--- src/rtl/modmul_interleaved.sv ---
// modmul_interleaved: radix-2 interleaved modular multiplier, result = (a*b) mod m.
// The multiplier b is consumed MSB first, one bit per clock, so a normal
// operation takes WIDTH+2 edges from an accepted start to the done pulse.
// The running partial product stays in [0,m) after every step.
// Optional feature macro: MODMUL_INV_CHECK_EN builds the result==1 flag on
// is_one. Without the macro, is_one is tied to 0.
//
// state  | meaning
// -------+------------------------------------------------------------
// S_IDLE | waiting for start; operands latched and checked on accept
// S_RUN  | one multiplier bit per cycle: P = (2P + b_bit*a) mod m
// S_FIN  | publish result/err/is_one, pulse done, drop busy

module modmul_interleaved #(
   parameter int WIDTH = 32
) (
   input  logic             clk,
   input  logic             rst,
   input  logic             start,
   input  logic [WIDTH-1:0] a,
   input  logic [WIDTH-1:0] b,
   input  logic [WIDTH-1:0] m,
   output logic             busy,
   output logic             done,
   output logic [WIDTH-1:0] result,
   output logic             err,
   output logic             is_one
);

   localparam int CW = (WIDTH > 1) ? $clog2(WIDTH) : 1;
   // 2P + a < 3m < 2^(WIDTH+2), so two guard bits keep the sum exact
   localparam int DW = WIDTH + 2;

   typedef enum logic [1:0] {
      S_IDLE = 2'd0,
      S_RUN  = 2'd1,
      S_FIN  = 2'd2
   } state_t;

   state_t           state_q, state_d;
   logic [WIDTH-1:0] a_q, a_d;
   logic [WIDTH-1:0] b_q, b_d;
   logic [WIDTH-1:0] m_q, m_d;
   logic [WIDTH-1:0] p_q, p_d;
   logic [WIDTH-1:0] result_q, result_d;
   logic [CW-1:0]    cnt_q, cnt_d;
   logic             busy_q, busy_d;
   logic             done_q, done_d;
   logic             err_q, err_d;

   logic [DW-1:0]    m_ext;
   logic [DW-1:0]    t_add;
   logic [DW-1:0]    t_sub1;
   logic [WIDTH-1:0] p_next;
   logic             op_bad;

`ifdef MODMUL_INV_CHECK_EN
   logic             is_one_q, is_one_d;
`endif

   // One interleaved step: double, add a if the current multiplier bit is set,
   // then fold back into [0,m) with at most two conditional subtractions.
   // b_q is a left-shifting copy of b, so its MSB is always the bit in use.
   always_comb begin
      m_ext  = {2'b00, m_q};
      t_add  = {1'b0, p_q, 1'b0} + (b_q[WIDTH-1] ? {2'b00, a_q} : {DW{1'b0}});
      t_sub1 = (t_add >= m_ext) ? (t_add - m_ext) : t_add;
      p_next = WIDTH'((t_sub1 >= m_ext) ? (t_sub1 - m_ext) : t_sub1);
   end

   // Operand check, evaluated on the live inputs at the accepting edge.
   always_comb begin
      op_bad = (m == {WIDTH{1'b0}}) || (a >= m) || (b >= m);
   end

   // Next-state and next-output logic for the sequencer.
   always_comb begin
      state_d  = state_q;
      a_d      = a_q;
      b_d      = b_q;
      m_d      = m_q;
      p_d      = p_q;
      result_d = result_q;
      cnt_d    = cnt_q;
      busy_d   = busy_q;
      done_d   = 1'b0;
      err_d    = err_q;
`ifdef MODMUL_INV_CHECK_EN
      is_one_d = is_one_q;
`endif
      unique case (state_q)
         S_IDLE: begin
            if (start) begin
               a_d      = a;
               b_d      = b;
               m_d      = m;
               p_d      = {WIDTH{1'b0}};
               cnt_d    = CW'(WIDTH - 1);
               result_d = {WIDTH{1'b0}};
               err_d    = op_bad;
               busy_d   = 1'b1;
`ifdef MODMUL_INV_CHECK_EN
               is_one_d = 1'b0;
`endif
               state_d  = op_bad ? S_FIN : S_RUN;
            end
         end
         S_RUN: begin
            p_d   = p_next;
            b_d   = {b_q[WIDTH-2:0], 1'b0};
            cnt_d = cnt_q - CW'(1);
            if (cnt_q == {CW{1'b0}}) begin
               state_d = S_FIN;
            end
         end
         S_FIN: begin
            result_d = err_q ? {WIDTH{1'b0}} : p_q;
            done_d   = 1'b1;
            busy_d   = 1'b0;
`ifdef MODMUL_INV_CHECK_EN
            is_one_d = (p_q == WIDTH'(1)) && !err_q;
`endif
            state_d  = S_IDLE;
         end
         default: begin
            state_d = S_IDLE;
            busy_d  = 1'b0;
         end
      endcase
   end

   // State and datapath registers; reset aborts any operation in flight.
   always_ff @(posedge clk) begin
      if (rst) begin
         state_q  <= S_IDLE;
         a_q      <= '0;
         b_q      <= '0;
         m_q      <= '0;
         p_q      <= '0;
         result_q <= '0;
         cnt_q    <= '0;
         busy_q   <= 1'b0;
         done_q   <= 1'b0;
         err_q    <= 1'b0;
`ifdef MODMUL_INV_CHECK_EN
         is_one_q <= 1'b0;
`endif
      end else begin
         state_q  <= state_d;
         a_q      <= a_d;
         b_q      <= b_d;
         m_q      <= m_d;
         p_q      <= p_d;
         result_q <= result_d;
         cnt_q    <= cnt_d;
         busy_q   <= busy_d;
         done_q   <= done_d;
         err_q    <= err_d;
`ifdef MODMUL_INV_CHECK_EN
         is_one_q <= is_one_d;
`endif
      end
   end

   assign busy   = busy_q;
   assign done   = done_q;
   assign result = result_q;
   assign err    = err_q;
`ifdef MODMUL_INV_CHECK_EN
   assign is_one = is_one_q;
`else
   assign is_one = 1'b0;
`endif

endmodule
--- config.mk ---
export PLATFORM = sky130hd
export DESIGN_NAME = modmul_interleaved
export DESIGN_NICKNAME = d
export VERILOG_FILES = /design/src/rtl/modmul_interleaved.sv
export SDC_FILE = /design/constraint.sdc
export NUM_CORES = 1
export LEC_CHECK = 0
export ABC_CLOCK_PERIOD_IN_PS = 11300
export CAP_MARGIN = 20
export CORE_ASPECT_RATIO = 1.2
export CORE_MARGIN = 5
export CORE_UTILIZATION = 38
export DETAILED_ROUTE_END_ITERATION = 10
export HOLD_SLACK_MARGIN = 0.05
export PLACE_DENSITY_LB_ADDON = 0.3
export SYNTH_ARGS = -nofsm -noshare
export SYNTH_HDL_FRONTEND = slang
export SYNTH_SLANG_ARGS = --single-unit
--- constraint.sdc ---
create_clock -name clk -period 11.3 [get_ports clk]
set_clock_uncertainty 0.15 [all_clocks]
set_input_delay 2.26 -clock clk [delete_from_list [all_inputs] [get_ports clk]]
set_output_delay 2.26 -clock clk [all_outputs]
set_load 0.02 [all_outputs]
# Word level (Yosys, flattened, before mapping)
# Index checks and enable logic that the tools add are counted.
# totals
in_bits	99
mem_bits_rw	0
ff_bits	170
rom_bits	0
n_memories	0
latch_bits	0
# classes
eq_ne	4
add_sub_neg	4
bitwise	1
muxes	18
mul	0
n_lt_le_gt_ge	4
reduce_logical	12
n_shift	0
div	0
# ops
cell	n
one-hot mux 32 bit (2 select lines)	3
2-to-1 mux 32 bit	5
>= comparator 34 x 32 -> 1 bit	2
>= comparator 32 bit	2
adder 33 x 32 -> 34 bit	1
2-to-1 mux 34 bit	1
subtractor 34 x 32 -> 34 bit	1
zero test 32 bit	1
subtractor 32 bit	1
one-hot mux 5 bit (2 select lines)	1
AND reduction 2 bit	5
2-to-1 mux 2 bit	3
zero test 5 bit	1
2-to-1 mux 5 bit	1
subtractor 5 x 1 -> 5 bit (second input constant)	1
!= test 2 bit (second input constant)	2
one-hot mux 2 bit (2 select lines)	1
nonzero test 2 bit	2
equality test 2 x 1 -> 1 bit (second input constant)	1
equality test 2 bit (second input constant)	1
zero test 2 bit	1
logical OR 1 bit	2
2-to-1 mux 1 bit	2
one-hot mux 1 bit (2 select lines)	1
inverter 1 bit	1

# Longest topological paths before layout
# logic_depth
ltp_word	7
depth_mapped	39
mapped_depth_nobuf	32

# Worst setup path before layout
# OpenSTA, ideal clock, no wires.
# synth_timing
path_kind	register to register
from	register b_q[31]
to	register p_q[13]
slack_ns	3.286
path_stages_with_launch	38
setup_ns	0.122
required_time_ns	11.028
synth_period_minus_slack_ns	8.014
path_buffers	5
t_arrival_ns	7.742
path_cell_list	dfxtp_1 -> clkbuf_1 -> and2_1 -> ha_1 -> fa_1 -> a211oi_1 -> o21ai_1 -> o311ai_0 -> o211ai_1 -> a21o_1 -> a21o_1 -> a31oi_1 -> xnor2_1 -> ha_1 -> a21oi_1 -> o21ai_0 -> nor2_1 -> a22o_1 -> [... 2 more ...] -> or3_1 -> buf_6 -> buf_6 -> buf_4 -> o21ai_0 -> inv_1 -> ha_1 -> nand4_1 -> or2_2 -> nor3_1 -> nand2_1 -> o211a_1 -> a21oi_1 -> nand4b_1 -> o41a_1 -> a21oi_2 -> buf_4 -> a221o_1
# synth_via
elab_chain_len	7
elab_cells_between_ends	9
classes_between	add/sub (3); order compare (2); mux (4)
# synth_rtl
item	line	text
start: declaration	42	logic [WIDTH-1:0] b_q, b_d;
start signal: assignment	137	b_q <= '0;
start signal: assignment	151	b_q <= b_d;
2-to-1 mux 32 bit (*)	66	t_add = {1'b0, p_q, 1'b0} + (b_q[WIDTH-1] ? {2'b00, a_q} : {DW{1'b0}});
adder 33 x 32 -> 34 bit (*)	66	
subtractor 34 x 32 -> 34 bit or >= comparator 34 x 32 -> 1 bit (tied branches)	67	t_sub1 = (t_add >= m_ext) ? (t_add - m_ext) : t_add;
2-to-1 mux 34 bit (*)	67	
subtractor 32 bit or >= comparator 34 x 32 -> 1 bit (tied branches)	68	p_next = WIDTH'((t_sub1 >= m_ext) ? (t_sub1 - m_ext) : t_sub1);
2-to-1 mux 32 bit (*)	68	
one-hot mux 32 bit (2 select lines) (*)	91	unique case (state_q)
end signal: assignment	153	p_q <= p_d;
end: declaration	44	logic [WIDTH-1:0] p_q, p_d;
# Every way passes the cells marked *; elsewhere a longest branch is shown, timed or not.
# A chain may end at the register's enable or synchronous reset.

# Worst setup path in the final report
# Ends and elaborated chain as after synthesis.

==> impl_metrics.yaml <==
placed_design:
  dp_slack_ns: 0.840
  port-buffer-count: 133
  dpl.cell_count: 2290
  place_congestion: 0.964
  dpl.hpwl_mm: 35.8
critical_path:
  crit_fanout: 33
  critPathBufInv: 2
  worst_path_max_delay_cell: "or3_1"
  critPathKind: "reg2reg"
  critPathTopFamily: "compound AO/OA/AOI/OAI gates"
  r2r_start: "b_q[31]$_SDFFE_PP0P_"
  cp.required_ns: 11.48
  cp-end-kind: "register"
  cp-start-kind: "register"
  critPathArrivalTime_ns: 10.68
  rr_worst_depth: 31
  cpMostUsedCell: "ha_1"
  cp_slowest_stage_delay_ns: 0.72
  r2r_slack_ns: 0.81
  r2r-end: "p_q[13]$_SDFFE_PP0P_"
worst_hold_path:
  hold_class: "reg2reg"
  min_from: "a_q[10]$_SDFFE_PP0P_"
  hold_path_depth: 2
  min_to: "a_q[10]$_SDFFE_PP0P_"
synthesis:
  yosysSeqAreaShare_pct: 24.5
  synth_area_leaders: "dfxtp_1 (25%), ha_1 (15%), a21oi_1 (6.0%)"
  synth_top_area_cell: "dfxtp_1"
  ys_types: 88
  synthArstFlopShare_pct: 0
  ys_ff_latch: 170
  synthCells: 1756
  synth_edf_count: 0
  synth_most_common_cell: "nand2_1"
  syn_nets: 2019
  synth-warning-count: 0
  synthesis.area_per_instance_um2: 7.91
  synth_top_area_share_pct: 24.5
  syn-cell-area_um2: 13900
  synth_ff_type: "dfxtp_1"
  synth_common_cells: "nand2_1 (203), dfxtp_1 (170), a21oi_1 (166)"
clocking:
  clkSlewWorstSetupHoldPaths_ns: 0.07
  clockBufferDepth: 2
  postCtsSetupBuffers: 0
  numCtsBuffers: 17
  cts_max_level: 4
  cts_resized: 0
  clockRootBuffer: "clkbuf_16"
  cts_hold_buf: 0
  cts.sinks: 170
  clkLatencyLatePin_ns: 0.45
  cts_tree: "yes"
detailed_routing:
  viasPerCell: 5.77
  drt_iter0_drc: 999
  drt_wl_total_mm: 44.9
  num_vias: 13400
  firstDrtPassIters: 5
  routedWlPerCell_um: 19.3
  drtAntennaViolNets: 0
  drcViolationCount: 0
sta:
  period_share_pct: 92.9
  slew_headroom_pct: 37.2
  setup_tns_ns: 0
  final-hold-violation-count: 0
  period_needed_ns: 10.49
  finalSetupViolations: 0
  finalWorstSetupSlack_ns: 0.806
  rsz0062_at_grt: "no"
  maxSlewViolCount: 0
  fmax_ghz: 0.0953
  worst_pin_slew_ns: 0.942
final_layout:
  num-fill-cells: 3503
  final_cells: 2322
  area_growth_pct: 16.6
  drive_gt1_share_pct: 5.39
  nets: 2104
  antenna_cells: 0
global_routing:
  grt_pass1_wl_mm: 70.0
  overflow: 0
  antenna_found_initial: 0
  grt_usage_pct: 21.8
  grt_max_degree: 81
  grt_pass1_vias: 12900
die:
  core_area_um2: 36000
  die_height_um: 219
  num_rows: 76
  floorplan.initialDensity_pct: 38.5
  die_x_um: 185
  die-area_um2: 40500
  io_pins: 135
pwr:
  power_density_nw_per_um2: 294
  leakagePower_nw: 7.18
  finalPower_mw: 4.75
  max-vdd-ir-drop_mv: 0.188
run_status:
  status: "finished clean"
flow_run:
  maxCapViolCount: 0
## tightest hold or removal path, cell delays in order (launching register included)
cell and delay [ns]:
dfxtp_1 0.31, nand2_1 0.05, a21oi_1 0.05
## cells by family (layout without fill, tap and decap cells)
| group | after synthesis | after routing | synth area share, % |
|---|---|---|---|
| AO/OA/AOI/OAI | 521 | 521 | 25.5 |
| XOR/XNOR | 85 | 85 | 5.41 |
| adder cells (fa/ha/maj) | 164 | 164 | 14.9 |
| buffers and inverters | 186 | 284 | 5.41 |
| flip-flops | 170 | 170 | 24.5 |
| multiplexers | 59 | 59 | 4.73 |
| other | 1 | 1 | 0.0270 |
| AND/OR/NAND/NOR | 570 | 570 | 19.5 |
## area by class of cell
class,count,area (µm²),share of cell area [%]
Multi-Input combinational cell,1400,9760,60.3
Sequential cell,170,3400,21.0
Timing Repair Buffer,148,1450,8.98
Tap cell,468,586,3.62
Clock buffer,20,447,2.76
Inverter,104,390,2.41
Clock inverter,12,148,0.912
## through the flow
stage	cell area (µm²)	util [%]	hold WS (ns)
after floorplan	13900	-	0.282
after global placement	15600	43.2	0.291
after detailed placement	15600	43.3	0.293
after CTS	16200	44.9	0.302
after global routing	16200	44.9	0.318
final	16200	44.9	0.305
## where the power goes
| group | internal [mW] | switching (mW) |
|---|---|---|
| Sequential | 0.660 | 0.0565 |
| Combinational | 1.39 | 2.03 |
| Clock | 0.352 | 0.258 |
| Total | 2.41 | 2.34 |
## layout by cell type (no fill, tap or decap), types with 34 or more instances in the layout
cell	instances
mux2i_1	42
nand2_1	202
a21o_1	59
and2_1	36
nor2_1	134
inv_1	103
dfxtp_1	170
ha_1	161
nor3_1	39
xor2_1	34
o21ai_0	57
a21oi_1	166
clkdlybuf4s50_1	132
a211oi_1	44
xnor2_1	50
nand4_1	40
## per-layer routing
metal  GRT usage, %  vias up  share of wire, %
met1           28.6     6289                44
met3           3.17       71               6.0
met5              0        -                 0
met2           35.8      480                46
met4           9.29        0               3.8
li1               -     6551                 -
## state kept, by name, indices dropped and copies added (netlist names)
name,flops
b_q,32
a_q,32
p_q,32
err,1
done,1
result,32
busy,1
cnt_q,5
state_q,2
m_q,32
## worst max path at each step
| stage | startpoint | to | slack, ns | cells after the start |
|---|---|---|---|---|
| final | b_q[31]$_SDFFE_PP0P_ | p_q[13]$_SDFFE_PP0P_ | 0.81 | 31 |
| after global routing | b_q[31]$_SDFFE_PP0P_ | p_q[13]$_SDFFE_PP0P_ | 0.19 | 31 |
| after CTS | b_q[31]$_SDFFE_PP0P_ | p_q[13]$_SDFFE_PP0P_ | 0.77 | 31 |
| after detailed placement | b_q[31]$_SDFFE_PP0P_ | p_q[21]$_SDFFE_PP0P_ | 0.84 | 31 |
| after global placement | b_q[31]$_SDFFE_PP0P_ | p_q[24]$_SDFFE_PP0P_ | 1.12 | 31 |
| after floorplan | b_q[31]$_SDFFE_PP0P_ | p_q[13]$_SDFFE_PP0P_ | 3.29 | 37 |
(Power assumes the default switching activity.)
